<file path="config.mk">
export PLATFORM = sky130hd
export DESIGN_NAME = nonce_decode
export DESIGN_NICKNAME = d
export VERILOG_FILES = /design/src/rtl/nonce_decode.sv
export SDC_FILE = /design/constraint.sdc
export NUM_CORES = 1
export LEC_CHECK = 0
export CAP_MARGIN = 20
export CORE_ASPECT_RATIO = 1.75
export CORE_MARGIN = 4
export CORE_UTILIZATION = 55
export CTS_BUF_LIST = sky130_fd_sc_hd__clkbuf_4 sky130_fd_sc_hd__clkbuf_8
export DETAILED_ROUTE_END_ITERATION = 16
export GPL_TIMING_DRIVEN = 0
export PLACE_DENSITY = 0.91
export SYNTH_ARGS = -nofsm -noshare
export SYNTH_HDL_FRONTEND = slang
export SYNTH_SLANG_ARGS = --single-unit
</file>
<file path="constraint.sdc">
create_clock -name clk_a -period 4.83 [get_ports clk_a]
set_input_delay 0.966 -clock clk_a [delete_from_list [all_inputs] [get_ports clk_a]]
set_output_delay 0.966 -clock clk_a [all_outputs]
set_load 0.02 [all_outputs]
</file>
<file path="src/rtl/nonce_decode.sv">
// nonce_decode: rebuilds a 32-bit nonce from a short byte stream.
// The first beat of a frame names the first byte that carries real data.
// Bytes before it are 0xff. The following beats fill the remaining bytes in order.
// A first beat with not_found_in set gives an all-0xff nonce straight away.
// Byte 0 is nonce_out[0:7], the most significant byte.
module nonce_decode (
  input  logic        clk_a,
  input  logic        reset_L,
  input  logic        inicio,
  input  logic        valid_in,
  input  logic [0:7]  data_in,
  input  logic [0:4]  idx_in,
  input  logic        not_found_in,
  output logic [0:31] nonce_out,
  output logic        nonce_valid,
  output logic        busy,
  output logic        error_out
);

  typedef enum logic [1:0] {
    IDLE = 2'd0,
    FILL = 2'd1,
    DONE = 2'd2,
    ERR  = 2'd3
  } state_t;

  state_t      state;
  logic [1:0]  ptr;
  logic [3:0]  idle_cnt;
  logic [1:0]  first_idx;
  logic [0:31] first_nonce;

  // A legal first index fits in two bits. Wider values are rejected separately.
  assign first_idx = idx_in[3:4];

  // Nonce produced by a legal first beat: 0xff below k, data at k, zeros above k.
  always_comb begin
    first_nonce = '0;
    for (int i = 0; i < 4; i++) begin
      if (i < int'(first_idx)) begin
        first_nonce[8*i +: 8] = 8'hff;
      end else if (i == int'(first_idx)) begin
        first_nonce[8*i +: 8] = data_in;
      end else begin
        first_nonce[8*i +: 8] = 8'h00;
      end
    end
  end

  // Frame FSM. Every output is registered.
  // A pulse is raised on the same edge that enters DONE or ERR.
  always_ff @(posedge clk_a or negedge reset_L) begin
    if (!reset_L) begin
      state       <= IDLE;
      nonce_out   <= '0;
      nonce_valid <= 1'b0;
      busy        <= 1'b0;
      error_out   <= 1'b0;
      ptr         <= 2'd0;
      idle_cnt    <= 4'd0;
    end else begin
      nonce_valid <= 1'b0;
      error_out   <= 1'b0;
      if (!inicio) begin
        state    <= IDLE;
        busy     <= 1'b0;
        ptr      <= 2'd0;
        idle_cnt <= 4'd0;
      end else begin
        case (state)
          IDLE: begin
            if (valid_in) begin
              idle_cnt <= 4'd0;
              if (not_found_in) begin
                nonce_out   <= '1;
                nonce_valid <= 1'b1;
                state       <= DONE;
              end else if (idx_in > 5'd3) begin
                error_out <= 1'b1;
                state     <= ERR;
              end else begin
                nonce_out <= first_nonce;
                if (first_idx == 2'd3) begin
                  nonce_valid <= 1'b1;
                  state       <= DONE;
                end else begin
                  ptr   <= first_idx + 2'd1;
                  busy  <= 1'b1;
                  state <= FILL;
                end
              end
            end
          end
          FILL: begin
            if (valid_in) begin
              nonce_out[{ptr, 3'b000} +: 8] <= data_in;
              idle_cnt <= 4'd0;
              if (ptr == 2'd3) begin
                ptr         <= 2'd0;
                busy        <= 1'b0;
                nonce_valid <= 1'b1;
                state       <= DONE;
              end else begin
                ptr <= ptr + 2'd1;
              end
            end else if (idle_cnt == 4'd14) begin
              idle_cnt  <= 4'd0;
              ptr       <= 2'd0;
              busy      <= 1'b0;
              error_out <= 1'b1;
              state     <= ERR;
            end else begin
              idle_cnt <= idle_cnt + 4'd1;
            end
          end
          DONE: state <= IDLE;
          ERR:  state <= IDLE;
          default: begin
            state <= IDLE;
            busy  <= 1'b0;
          end
        endcase
      end
    end
  end

endmodule

</file>
* Yosys cells after proc, flatten, opt, wreduce, memory -nomap -nowiden *
Index checks and enable logic that the tools add are counted.

storage, ports and cells
  bits of input ports = 18
  bits in registers = 43
  word-level logic and storage cells = 106

operators by class
  bitwise operators = 1
  multiplexer cells = 60
  $lt $le $gt $ge = 4
  reduce and logical (&&, ||, !) cells = 9
  shift-type cells = 2
  eq/ne operators = 19
  add/subtract/negate cells = 4

operators with widths
  cell                                                            count
  two-way mux 32 bit                                              4
  one-hot mux 32 bit (2 select lines)                             1
  two-way mux 8 bit                                               7
  variable shift 33 x 7 -> 32 bit (first input constant)          1
  indexed part select 33 x 7 -> 32 bit                            1
  bitwise mux 32 bit                                              1
  two-way mux 2 bit                                               16
  two-way mux 1 bit                                               21
  two-way mux 4 bit                                               4
  inequality test 3 bit (second input constant)                   5
  == test 2 bit (second input constant)                           4
  inequality test 4 bit (second input constant)                   2
  one-hot mux 4 bit (2 select lines)                              1
  negation 6 -> 7 bit                                             1
  AND reduction 7 bit                                             1
  inverter 5 -> 6 bit                                             1
  one-hot mux 1 bit (2 select lines)                              3
  one-hot mux 2 bit (3 select lines)                              1
  AND reduction 6 bit                                             1
  greater-than comparator 5 x 2 -> 1 bit (second input constant)  1
  AND reduction 5 bit                                             1
  adder 2 x 1 -> 2 bit (second input constant)                    2
  adder 4 x 1 -> 4 bit (second input constant)                    1
  == test 2 bit (first input constant)                            2
  13 further kinds                                                16

* Depth between registers and ports, before layout *
  word-level depth = 7
  mapped depth = 7
  depth with buffers taken out = 6

* Least setup slack after synthesis *
OpenSTA, ideal clock, no wires.

  kind = input -> register
  start point = input idx_in[4] in the netlist's numbering
  end point = register nonce_out[10] in the netlist's numbering
  buffers on the path = 2
  arrival time = 2.083 ns
  stages = 7
  path slack = 2.651 ns
  path through = ha_1 > nand3b_1 > a211oi_2 > buf_4 > buf_4 > o21ai_0 > o31ai_1

on the way
  word-level cells in the longest chain between the ends = 7
  elaborated cells on any way between the ends = 11
  those cells by class = order compare (2); eq/ne (2); mux (6); reduce/logical (1)

RTL lines
  item                                 RTL line  RTL
  from (decl)                          12        input logic [0:4] idx_in,
  == test 2 bit                        42        end else if (i == int'(first_idx)) begin
  two-way mux 8 bit                    42
  two-way mux 8 bit                    40        if (i < int'(first_idx)) begin
  two-way mux 32 bit                   78        end else if (idx_in > 5'd3) begin
  two-way mux 32 bit                   74        if (not_found_in) begin
  two-way mux 32 bit                   72        if (valid_in) begin
  one-hot mux 32 bit (2 select lines)  70        case (state)
  to (signal assigned)                 82        nonce_out <= first_nonce;
  to (signal, indexed assignment)      96        nonce_out[{ptr, 3'b000} +: 8] <= data_in;
  to (decl)                            14        output logic [0:31] nonce_out,

Parallel ways exist; a longest one is shown, timed or not. The select of a mux whose other input is x is not followed.
A chain may end at the register's enable or synchronous reset.

* Worst setup path after layout *
Same ends and word-level chain as after synthesis.

==> flow_summary_export.csv <==
group,metric,value,unit
synth,synth_top_family_by_area,"compound AO/OA/AOI/OAI gates",
floorplan,die_h,94.54,microns
power_and_ir_drop,ir_worst_vdd,290.4,uV
floorplan,row_count,31,
grt,grt_max_degree,24,
synth,synth_mux_area_share,2.286,%
hold_path,hold_depth,2,
worst_setup_path,cp_data_arrival_time,3.04,ns
grt,grt_pass1_wl,9763,microns
hold_path,hp-class,"reg -> reg",
worst_setup_path,cp_common_cell,"buf_4",
clock_network,clkLatencyLatePin,0.30,ns
synth,synth_area_per_cell,9.972,sq um
finish,instances_no_fill,345,
finish,antenna_cells,0,
sta,tns,0,ns
clock_network,cts_made_buffers,5,
synth,yosysTopAreaCell,"dfrtp_1",
worst_setup_path,crit_chain,"clkdlybuf4s50_1 > ha_1 > nand3b_1 > a211oi_2 > buf_4 > buf_4 > o21ai_0 > o31ai_1",
sta,fin_skew,0.01240,ns
clock_network,clockBufferDepth,2,
finish,drive_gt1_share,12.84,%
run_status,status,"completed",
sta,tightest_slew,0.5256,ns
placed_design,gp_congestion,0.8781,
clock_network,hold_buffers,0,
synth,yosys.area_share.simple,8.878,%
worst_setup_path,cpLargestDelayFamily,"buffers and inverters",
grt,gr-usage-met3,3.557,%
worst_setup_path,cp.required,5.03,ns
drt,dr.pass1.iters,4,
synth,synth.distinct_cells,42,
sta,finalSetupViolCount,0,
floorplan,die_w,57.45,microns
sta,max-slew-margin-rel,64.96,%
finish,area_delta_synth_final,29.03,%
worst_setup_path,crit_cells,8,
power_and_ir_drop,total_power,1.200,mW
grt,gr-total-overflow,0,
synth,syn_inst,236,
clock_network,cts.sinks,43,
sta,rsz0062_at_grt,"false",
synth,syn-cell-area,2354,sq um
placed_design,io_buffers,51,
synth,syn_nets,264,
synth,synth_ff_type,"dfrtp_1",
placed_design,pre_cts_slack,1.738,ns
synth,synthAdderAreaFrac,5.316,%
power_and_ir_drop,p_leak,1.235,nW
worst_setup_path,path_buf_inv,3,
sta,period_share,58.73,%
sta,maxSlewViolCount,0,
clock_network,htree_levels,2,
synth,ys_seq_elements,43,
sta,layout_setup_ws,1.993,ns
drt,viasPerCell,6.104,
grt,antenna_found_initial,0,
worst_setup_path,path_max_fanout,10,
sta,holdWs,0.5088,ns
drt,drcViolationCount,0,
worst_setup_path,cp-start-kind,"primary input",
synth,synth_area_leaders,"dfrtp_1 (46%), a21oi_1 (8.3%), o31ai_1 (7.7%)",
power_and_ir_drop,powerDensity,395.1,nW/um^2
grt,track_usage,23.56,%
clock_network,cts-root-buf,"clkbuf_8",
floorplan,initial_core_util,56.71,%
clock_network,postCtsSetupRepairBufs,0,
clock_network,path_clk_slew,0.07,ns
placed_design,place_area,2948,sq um
clock_network,ctsResizeCount,0,
clock_network,tritoncts,"done",
grt,grt_pass1_vias,1995,
finish,nets,323,
worst_setup_path,critPathKind,"in -> reg",
placed_design,detailed_place_hpwl,4578,microns
synth,synth_compound_area_share,32.27,%
synth,seq_area_frac_synth,45.72,%
sta,min_period,2.837,ns
floorplan,io_pins,53,
drt,wl_per_cell,17.70,microns
grt,busiest_layer,"met2",
flow_run,cap_violations,0,
finish,fin_util,73.17,%
synth,async_flop_share,100.0,%
sta,clock.fmax,0.3525,GHz
grt,gr-usage-met1,26.46,%
floorplan,core_area,4150,sq um
sta,finalHoldViolations,0,
synth,synth.top_cell.area_share,45.72,%
synth,yosysWarnings,0,
drt,drtAntennaViolNets,0,
drt,via_count,2106,
worst_setup_path,critPathMaxStageDelay,0.55,ns
synth,synth_edf_count,0,
synth,synth-xor-area-share,0,%
grt,grt_use_met2,41.79,%
drt,drt-initial-drc-count,109,
floorplan,dieArea,5431,sq um
placed_design,dp.cells,337,
worst_setup_path,r2r.worst_path.cells,5,
worst_setup_path,crit_path_end_kind,"register",
finish,final_area,3037,sq um
worst_setup_path,critPathSlowestCell,"clkdlybuf4s50_1",
drt,wl,6105,microns
Yosys cell counts (3+ instances only):
| master | number |
|---|---|
| nor2_1 | 6 |
| inv_1 | 9 |
| nand2_1 | 3 |
| a21oi_1 | 39 |
| o31ai_1 | 24 |
| buf_6 | 3 |
| ha_1 | 10 |
| o21ai_0 | 30 |
| nand3_1 | 5 |
| dfrtp_1 | 43 |
| nand2b_1 | 5 |
| o21ai_2 | 5 |
| buf_4 | 6 |
| o21ai_1 | 12 |
worst reg2reg max path, delay by kind of cell (launching register included):
| family | cells | cell delay [ns] |
|---|---|---|
| mux | 1 | 0.28 |
| flops | 1 | 0.47 |
| fa+ha+maj | 1 | 0.36 |
| compound gates | 2 | 0.37 |
| simple gates | 1 | 0.16 |
area by class of cell:
type,count,area [sq um]
Buffer,13,96.34
Clock buffer,6,76.32
Clock inverter,2,12.51
Fill cell,312,1114
Inverter,9,33.78
Multi-Input combinational cell,171,1147
Sequential cell,43,1076
Tap cell,49,61.31
Timing Repair Buffer,52,533.0
sequential cells by signal, summed over array words and instances (netlist names):
register / flops
error_out: 1
ptr: 2
state: 2
idle_cnt: 4
nonce_out: 32
nonce_valid: 1
busy: 1
logic make-up after synthesis:
| group | count (synthesis) |
|---|---|
| adders and majority gates | 10 |
| muxes | 4 |
| DFF | 43 |
| and+or+nand+nor | 32 |
| AOI/OAI and AO/OA | 125 |
| buffers and inverters | 22 |
cells in the final DEF, fill, tap and decap left out, types with 3 or more instances in the layout:
master / Yosys / routed
a21oi_1: 39 / 39
nand2b_1: 5 / 5
buf_6: 3 / 3
o21ai_2: 5 / 5
nand2_1: 3 / 3
clkdlybuf4s50_1: 0 / 50
clkbuf_8: 0 / 5
o21ai_0: 30 / 30
buf_4: 6 / 6
buf_2: 2 / 3
o21ai_1: 12 / 12
nand3_1: 5 / 5
nor2_1: 6 / 6
inv_1: 9 / 9
dfrtp_1: 43 / 43
o31ai_1: 24 / 24
ha_1: 10 / 10
report_power, final:
| part | switching [mW] | internal (mW) | total [mW] | leakage [nW] |
|---|---|---|---|---|
| combinational | 0.258 | 0.222 | 0.480 | 0.657 |
| clock | 0.123 | 0.107 | 0.230 | 0.0446 |
| sequential | 0.0487 | 0.441 | 0.490 | 0.533 |
| total | 0.430 | 0.770 | 1.20 | 1.23 |
routing by layer:
metal  share of wire [%]  vias to the layer above  wire (microns)
li1                    -                      999               -
met1                  37                     1012            2289
met2                  54                       79            3275
met3                 5.3                       16             321
met4                 3.6                        0             219
met5                   0                        -               0
path summary, 6_finish.rpt:
path	start	endpoint	slack, ns
worst max-delay path	idx_in[4]	nonce_out[10]$_DFFE_PN0P_	1.99
worst min register to register	nonce_out[8]$_DFFE_PN0P_	nonce_out[8]$_DFFE_PN0P_	0.51
worst min-delay path	nonce_out[8]$_DFFE_PN0P_	nonce_out[8]$_DFFE_PN0P_	0.51
worst max register to register	ptr[1]$_DFFE_PN0P_	nonce_out[30]$_DFFE_PN0P_	3.10
min in group asynchronous	reset_L	nonce_out[11]$_DFFE_PN0P_	0.63
max in group asynchronous	reset_L	nonce_out[5]$_DFFE_PN0P_	3.71
(Power assumes the default switching activity.)
